## src/rtl/plic_pkg.sv

```systemverilog
// Shared types and helpers for the PLIC arbitration controller.
package plic_pkg;

   localparam int unsigned ID_W         = 8;
   localparam int unsigned PRIO_MAX_W   = 8;
   localparam int unsigned PRIO_VEC_MAX = 256 * PRIO_MAX_W;

   typedef enum logic {
      SCAN    = 1'b0,
      PUBLISH = 1'b1
   } scan_state_e;

   // Extracts the w-bit priority field of source i from a zero-extended packed vector.
   function automatic logic [PRIO_MAX_W-1:0] prio_at(
      input logic [PRIO_VEC_MAX-1:0] vec,
      input int unsigned             i,
      input int unsigned             w
   );
      logic [PRIO_VEC_MAX-1:0] sh;
      logic [PRIO_MAX_W-1:0]   mask;
      sh   = vec >> (i * w);
      mask = PRIO_MAX_W'((1 << w) - 1);
      return sh[PRIO_MAX_W-1:0] & mask;
   endfunction

endpackage

```

## src/rtl/plic_gateway.sv

```systemverilog
// Single-source interrupt gateway: input sync, claim/complete inflight flag, ip gate.
module plic_gateway (
   input  logic clk,
   input  logic rst,
   input  logic irq,
   input  logic claim_hit,
   input  logic cmplt_hit,
   output logic gate
);

   logic src_q, src_d;
   logic inflight_q, inflight_d;
   logic gate_q, gate_d;

   always_comb begin
      src_d      = irq;
      inflight_d = inflight_q;
      // A claim in the same cycle as a completion keeps the source blocked.
      if (claim_hit) begin
         inflight_d = 1'b1;
      end else if (cmplt_hit) begin
         inflight_d = 1'b0;
      end
      gate_d = src_q & ~inflight_d;
   end

   always_ff @(posedge clk) begin
      if (rst) begin
         src_q      <= 1'b0;
         inflight_q <= 1'b0;
         gate_q     <= 1'b0;
      end else begin
         src_q      <= src_d;
         inflight_q <= inflight_d;
         gate_q     <= gate_d;
      end
   end

   assign gate = gate_q;

endmodule

```

## src/rtl/plic_arb_ctrl.sv

```systemverilog
// PLIC sequencing/arbitration: per-source gateways plus a one-source-per-cycle
// priority scanner that publishes the winner and the external interrupt request.
module plic_arb_ctrl
   import plic_pkg::*;
#(
   parameter int unsigned EXT_IRQ_NUM = 31,
   parameter int unsigned PRIO_WIDTH  = 3
) (
   input  logic                                clk,
   input  logic                                rst,
   input  logic [EXT_IRQ_NUM:0]                irq_src,
   input  logic [EXT_IRQ_NUM:0]                ip_r,
   input  logic [EXT_IRQ_NUM:0]                ie_r,
   input  logic [PRIO_WIDTH*(EXT_IRQ_NUM+1)-1:0] prio_r_1d,
   input  logic [PRIO_WIDTH-1:0]               threshold_r,
   input  logic [ID_W-1:0]                     claim_id,
   input  logic [ID_W-1:0]                     cmplt_id,
   input  logic                                cmplt_wr,
   output logic [EXT_IRQ_NUM:0]                plic_reg_gate,
   output logic [ID_W-1:0]                     final_id,
   output logic                                meip,
   output logic                                arb_valid
);

   scan_state_e           state_q, state_d;
   logic [ID_W-1:0]       idx_q, idx_d;
   logic [ID_W-1:0]       best_id_q, best_id_d;
   logic [PRIO_WIDTH-1:0] best_prio_q, best_prio_d;
   logic [ID_W-1:0]       final_id_q, final_id_d;
   logic                  meip_q, meip_d;
   logic                  arb_valid_q, arb_valid_d;

   logic [EXT_IRQ_NUM:0]  cand_vec;
   logic [EXT_IRQ_NUM:0]  cand_sh;
   logic                  cand;
   logic [PRIO_WIDTH-1:0] prio_cur;
   logic                  unused_src0;

   // Source 0 is reserved: no gateway, gate bit tied low.
   assign unused_src0      = irq_src[0];
   assign plic_reg_gate[0] = 1'b0;

   generate
      for (genvar gi = 1; gi <= EXT_IRQ_NUM; gi++) begin : g_gw
         plic_gateway u_gw (
            .clk       (clk),
            .rst       (rst),
            .irq       (irq_src[gi]),
            .claim_hit (claim_id == ID_W'(gi)),
            .cmplt_hit (cmplt_wr && (cmplt_id == ID_W'(gi))),
            .gate      (plic_reg_gate[gi])
         );
      end
   endgenerate

   assign cand_vec = ip_r & ie_r;
   assign cand_sh  = cand_vec >> idx_q;
   assign cand     = cand_sh[0];
   assign prio_cur = PRIO_WIDTH'(prio_at(PRIO_VEC_MAX'(prio_r_1d), 32'(idx_q), PRIO_WIDTH));

   always_comb begin
      state_d     = state_q;
      idx_d       = idx_q;
      best_id_d   = best_id_q;
      best_prio_d = best_prio_q;
      final_id_d  = final_id_q;
      meip_d      = meip_q;
      arb_valid_d = 1'b0;

      case (state_q)
         SCAN: begin
            // Strict compare: ties keep the lower id and priority 0 never wins.
            if (cand && (prio_cur > best_prio_q)) begin
               best_id_d   = idx_q;
               best_prio_d = prio_cur;
            end
            if (idx_q == ID_W'(EXT_IRQ_NUM)) begin
               state_d = PUBLISH;
            end else begin
               idx_d = idx_q + 8'd1;
            end
         end
         PUBLISH: begin
            if (best_prio_q > threshold_r) begin
               final_id_d = best_id_q;
               meip_d     = 1'b1;
            end else begin
               final_id_d = '0;
               meip_d     = 1'b0;
            end
            arb_valid_d = 1'b1;
            best_id_d   = '0;
            best_prio_d = '0;
            idx_d       = 8'd1;
            state_d     = SCAN;
         end
         default: begin
            state_d = SCAN;
            idx_d   = 8'd1;
         end
      endcase

      // A claim retires the published id; rescan so a stale id is never republished.
      if (claim_id != '0) begin
         final_id_d  = '0;
         meip_d      = 1'b0;
         arb_valid_d = 1'b0;
         state_d     = SCAN;
         idx_d       = 8'd1;
         best_id_d   = '0;
         best_prio_d = '0;
      end
   end

   always_ff @(posedge clk) begin
      if (rst) begin
         state_q     <= SCAN;
         idx_q       <= 8'd1;
         best_id_q   <= '0;
         best_prio_q <= '0;
         final_id_q  <= '0;
         meip_q      <= 1'b0;
         arb_valid_q <= 1'b0;
      end else begin
         state_q     <= state_d;
         idx_q       <= idx_d;
         best_id_q   <= best_id_d;
         best_prio_q <= best_prio_d;
         final_id_q  <= final_id_d;
         meip_q      <= meip_d;
         arb_valid_q <= arb_valid_d;
      end
   end

   assign final_id  = final_id_q;
   assign meip      = meip_q;
   assign arb_valid = arb_valid_q;

endmodule

```

## config.mk

```make
export PLATFORM = sky130hd
export DESIGN_NAME = plic_arb_ctrl
export DESIGN_NICKNAME = d
export VERILOG_FILES = /design/src/rtl/plic_pkg.sv /design/src/rtl/plic_gateway.sv /design/src/rtl/plic_arb_ctrl.sv
export SDC_FILE = /design/constraint.sdc
export NUM_CORES = 1
export LEC_CHECK = 0
export ABC_AREA = 1
export BUFFER_PORTS_ARGS = -buffer_cell sky130_fd_sc_hd__buf_2
export CAP_MARGIN = 40
export CORE_MARGIN = 2
export CORE_UTILIZATION = 43
export DETAILED_ROUTE_END_ITERATION = 7
export GPL_TIMING_DRIVEN = 0
export PLACE_DENSITY = 0.84
export RECOVER_POWER = 25
export SYNTH_ARGS = -nofsm -noshare
export SYNTH_HDL_FRONTEND = slang
export SYNTH_SLANG_ARGS = --single-unit
```

## constraint.sdc

```tcl
create_clock -name clk -period 2.4 [get_ports clk]
set_clock_uncertainty 0.05 [all_clocks]
set_input_delay 0.24 -clock clk [delete_from_list [all_inputs] [get_ports clk]]
set_output_delay 0.24 -clock clk [all_outputs]
set_load 0.01 [all_outputs]
```

# After elaboration in Yosys (flattened, before gate mapping)
# Cells that the tools add are included.
dict set report word_totals {
  reg_bits 123
  latchBits 0
  mem_bits_rw 0
  mem_bits_ro 0
  input_bits 214
  out_inout_bits 42
  elab_cells 342
  memories 0
}
dict set report classes {
  n_addsub 1
  mul 1
  div 0
  magnitude_cmp 2
  n_eq_ne 65
  shifts 2
  n_mux 73
  n_bitwise 64
  reduce_logical 34
}
# operator n
set op_table {}
lappend op_table {{8-bit by 5-bit equality test with 1-bit output (second input constant)} 33}
lappend op_table {{8-bit by 4-bit equality test with 1-bit output (second input constant)} 16}
lappend op_table {{96-bit by 10-bit >> shifter with 3-bit output} 1}
lappend op_table {{1-bit 2-to-1 mux} 65}
lappend op_table {{8-bit by 3-bit equality test with 1-bit output (second input constant)} 8}
lappend op_table {{32-bit AND} 1}
lappend op_table {{8-bit by 2-bit equality test with 1-bit output (second input constant)} 4}
lappend op_table {{1-bit logical AND} 32}
lappend op_table {{1-bit NOT} 32}
lappend op_table {{8-bit one-hot mux with 2 select lines} 2}
lappend op_table {{32-bit by 8-bit >> shifter with 1-bit output} 1}
lappend op_table {{1-bit AND} 31}
lappend op_table {{8-bit 2-to-1 mux} 3}
lappend op_table {{8-bit by 1-bit equality test with 1-bit output (second input constant)} 2}
lappend op_table {{8-bit by 2-bit multiplier with 10-bit output (second input constant)} 1}
lappend op_table {{8-bit by 1-bit adder with 8-bit output (second input constant)} 1}
lappend op_table {{8-bit nonzero test} 1}
lappend op_table {{3-bit greater-than comparator} 2}
lappend op_table {{3-bit one-hot mux with 2 select lines} 1}
lappend op_table {{2-bit != test (second input constant)} 2}
lappend op_table {{3-bit 2-to-1 mux} 1}
lappend op_table {{1-bit one-hot mux with 2 select lines} 1}
lappend op_table {{2-bit OR reduction} 1}

# Logic depth before layout (Yosys ltp)
dict set report depth {
  ltp_word 6
  depth_mapped 23
  depth_no_buf 20
}

# Modules after synthesis
# A second synthesis with hierarchy kept.
dict set report hier_totals {
  cells_unflattened 1007
  hier_area_um2 6427.4
}
# module n_inst cells_each area_per_inst_um2 seq_area_each_um2
set by_module_without_submodules {}
lappend by_module_without_submodules {plic_gateway 31 13 103.8 60.1}
lappend by_module_without_submodules {plic_arb_ctrl 1 604 3208.1 600.6}

# Worst setup path after synthesis
# Ideal clock, no wire load.
dict set report synth_path {
  path_type {flip-flop to flip-flop}
  from {reg idx_q[0]}
  to {reg best_id_q[0]}
  setup_time_ps 70
  t_arrival_ps 2504
  required_time_ps 2280
  setup_slack_ps -224
  path_stages_with_launch 21
  n_path_buf 4
  period_less_slack_ps 2624
  path_cell_list {dfxtp_1 > buf_6 > inv_2 > buf_2 > buf_4 > o21ai_0 > nand4_1 > nand2_1 > nand2_1 > a21oi_1 > nor2_2 > ha_1 > nand2_1 > o21ai_0 > nand2_1 > nor2_1 > nand3_2 > buf_6 > nand2_1 > nand2_1 > a21oi_1}
}
dict set report synth_between {
  elab_chain_cells 5
  elab_cells_between_ends 8
  classes_between {1 x mul; 1 x order compare; 1 x eq/ne; 2 x shift; 2 x mux; 1 x reduce/logical}
}
# item line
set synth_rtl {}
lappend synth_rtl {{start: declaration} plic_arb_ctrl.sv:26} ;# logic [ID_W-1:0] idx_q, idx_d;
lappend synth_rtl {{start signal: assignment} plic_arb_ctrl.sv:126} ;# idx_q <= idx_d;
lappend synth_rtl {{8-bit by 2-bit multiplier with 10-bit output} plic_pkg.sv:21} ;# sh = vec >> (i * w);
lappend synth_rtl {{96-bit by 10-bit >> shifter with 3-bit output} plic_pkg.sv:21}
lappend synth_rtl {{3-bit greater-than comparator} plic_arb_ctrl.sv:73} ;# if (cand && (prio_cur > best_prio_q)) begin
lappend synth_rtl {{1-bit logical AND} plic_arb_ctrl.sv:73}
lappend synth_rtl {{2-bit != test (no line)} --}
lappend synth_rtl {{end signal: assignment} plic_arb_ctrl.sv:127} ;# best_id_q <= best_id_d;
lappend synth_rtl {{end: declaration} plic_arb_ctrl.sv:27} ;# logic [ID_W-1:0] best_id_q, best_id_d;
# Parallel ways exist; a longest one is shown, timed or not. The select of a mux whose other input is x is not followed.
# A chain may end at the register's enable or synchronous reset.

# Final worst setup path
dict set report layout_path {
  from {reg idx_q[0]}
  to {reg best_prio_q[1]}
}
dict set report layout_between {
  elab_chain_cells 5
  elab_cells_between_ends 8
  classes_between {1 x mul; 1 x order compare; 1 x eq/ne; 2 x shift; 2 x mux; 1 x reduce/logical}
}
# item line
set layout_rtl {}
lappend layout_rtl {{8-bit by 2-bit multiplier with 10-bit output} plic_pkg.sv:21}
lappend layout_rtl {{96-bit by 10-bit >> shifter with 3-bit output} plic_pkg.sv:21}
lappend layout_rtl {{3-bit greater-than comparator} plic_arb_ctrl.sv:73}
lappend layout_rtl {{1-bit logical AND} plic_arb_ctrl.sv:73}
lappend layout_rtl {{2-bit != test (no line)} --}
lappend layout_rtl {{end signal: assignment} plic_arb_ctrl.sv:128} ;# best_prio_q <= best_prio_d;
lappend layout_rtl {{end: declaration} plic_arb_ctrl.sv:28} ;# logic [PRIO_WIDTH-1:0] best_prio_q, best_prio_d;
# Parallel ways exist; a longest one is shown, timed or not. The select of a mux whose other input is x is not followed.

==> run metrics <==
unrepaired setup endpoints after global routing=yes; final net count=1418; Min-Delay Path Class=in -> reg; Ys Warns=0; fmax=about 0.35 GHz; Fin. Hold Viols=0; pwr/cell area=613 nW/µm²; CTS buffer count=17; placed cell count=1310; via-per-instance ratio=5.02; slowest cell on the critical path=dfxtp_2; H-tree Lvls=4; CP Capture Type=flip-flop; Clock Path Buffers=2; Worst-Margin Slew=0.713 ns; routability cong.=0.957; CP max FO=7; Pre-antenna DRT Iters=5; first-pass GRT wire length=31500 µm; average cell area after synthesis=6.80 µm²; initial antenna violation count=0; status=complete, but fails checks; Post-DRT Antenna Nets=0; most common cell after layout, fill and taps aside=buf_2; Top Ports=256; largest net degree at the start of global routing=20; GR Util All Layers=between 20% and 30%; Starting Density=43.4%; crit-path max cell delay=0.33 ns; CTS tree=done; crit path cell chain=buf_12 -> buf_12 -> clkbuf_16 -> o21ai_1 -> o22ai_1 -> nor2_1 -> nor2_1 -> a21oi_2 -> nor2_4 -> ha_4 -> nand2_2 -> o21ai_1 -> nand2_1 -> nor2_4 -> nand3_4 -> buf_6 -> nand2_2 -> nand2_1 -> nor2_1; cell family with most CP delay=simple AND/OR/NAND/NOR gates; failing checks=negative setup slack; P&R area growth vs syn=48.4%; DIE AREA=14800 µm²; final std cells w/o fill=1389; worst path required time=2.67 ns; Initial DRC Count=509; flops & latches, synth=123; worst-skew pair later-pin latency=about 0.41 ns; post-synthesis sequential area ratio=slightly above 40%; total power=5.42 mW; Yosys cell types=34; Reg clk slew, reported paths=0.06 ns; Synth area leaders=dfxtp_1, nor2_1, nand2_1; syn_nets=1098; Netlist Area Pre-Place=approximately 6000 µm²; share of the synthesized area in the top cell type=between 40% and 50%; Cell Rows=43; share of cells above drive strength 1=around a third; MaxCap Viol Count=0; startpoint type of the worst setup path=flip-flop; post-layout minimum cycle time=2.85 ns; Die Wd=about 120 µm; VDD IR max=470 µV; hold path depth=3; # clock sinks=123; R2R depth=19; LEAKAGE=4.27 nW; Buf/Inv on CP=4; Fin Setup TNS=-4.07 ns; vias in the first global route=6753; Worst path most repeated cell=nor2_1; slack of the critical path=-0.454 ns; port bufs=253; Final Cycle Share=119%; Die Ht=122 µm; DP HPWL=14200 µm; Routed WL per cell=15.1 µm; Post-Route WL=20900 µm; final setup fails=11; antenna diode count=0; Max transition margin=roughly 52%; post-synthesis cell count=877; cell depth of the worst setup path=19; Core Region=about 14000 µm²; Yosys top cell by area=dfxtp_1; Root Driver=clkbuf_16; most frequent cells in the layout=buf_2, nor2_1, nand2_1, dfxtp_1, inv_1; critical path arrival=between 3 and 4 ns; Crit Path Category=reg -> reg; Slew Viols, Final=0; GRT overflow=0; via count=6978; drt drc=0
[flip-flops by register name, summed over array words and instances (netlist names)]
register	flops
meip	1
arb_valid	1
g_gw.u_gw.gate	31
g_gw.u_gw.src_q	31
state_q	1
final_id	8
best_prio_q	3
g_gw.u_gw.inflight_q	31
idx_q	8
best_id_q	8
[worst min-delay path, stage by stage]
cell and delay, ns:
buf_2 0.09, inv_1 0.05, nor2_1 0.04
[area by class of cell]
| cell class | instances | area [µm²] |
|---|---|---|
| clock buffer | 19 | 443 |
| fill | 1121 | 4880 |
| tap | 180 | 225 |
| buffer | 66 | 508 |
| clock inverter | 12 | 144 |
| multi-input combinational | 602 | 2960 |
| sequential | 123 | 2470 |
| timing repair buffer | 303 | 1760 |
| inverter | 84 | 328 |
[through the flow]
| step | worst slack (ns) | utilization [%] | cell area [µm²] | hold slack, ns |
|---|---|---|---|---|
| after floorplan | -0.0370 | - | 6010 | 0.297 |
| after global placement | -0.515 | 54.7 | 7500 | 0.357 |
| after detailed placement | -0.570 | 54.7 | 7500 | 0.359 |
| after CTS | -0.313 | 62.9 | 8630 | 0.00481 |
| after global routing | -0.609 | 64.4 | 8840 | 0.00490 |
| final | -0.454 | 64.4 | 8840 | 0.0150 |
[worst paths after layout]
path                           start                  to  slack, ns
hold / removal            irq_src[2]  g_gw[2].u_gw.src_q       0.01
setup / recovery            idx_q[0]      best_prio_q[1]      -0.45
hold reg to reg   g_gw[1].u_gw.src_q   g_gw[1].u_gw.gate       0.37
setup reg to reg            idx_q[0]      best_prio_q[1]      -0.45
[per-layer routing]
| metal | GRT usage, % | routed length, µm |
|---|---|---|
| met2 | 49.0 | 10500 |
| met5 | 0 | 0 |
| met1 | 28.3 | 7790 |
| met3 | 6.84 | 1690 |
| met4 | 15.2 | 935 |
[power breakdown]
| group | total [mW] | internal, mW | switching [mW] | leakage (nW) |
|---|---|---|---|---|
| logic | 0.795 | 0.401 | 0.395 | 2.99 |
| clock network | 2.52 | 1.56 | 0.954 | 0.281 |
| registers | 2.11 | 2.09 | 0.0148 | 1.01 |
[cells by family after synthesis]
logic type / count (synthesis) / synth area share [%]
simple gates: 490 / 33.6
buf+inv: 152 / 12.6
flops: 123 / 41.3
compound gates: 103 / 10.8
fa+ha+maj: 7 / 1.47
xor+xnor: 1 / 0.147
other cells: 1 / 0.0629
[synthesized netlist by cell type, drive strengths merged]
master	count
a22oi	30
dfxtp	123
o21ai	38
a211oi	1
nand2	195
conb	1
ha	7
nand3b	1
a21oi	18
xor2	1
clkbuf	13
nor3	6
nor4	1
nor2	227
buf	55
inv	84
o22ai	4
nand4	15
a32o	5
o31ai	2
nand3	45
o211a	1
o211ai	4
[what timing repair did]
action,in CTS,in global routing
pin swaps,31,21
gates resized for setup,44,46
hold buffers,30,0
setup buffers,12,4
endpoints found under the setup margin,11,11
cloned,2,2
endpoints found under the hold margin,30,0
Note: power is estimated with default switching activity, not from simulation.
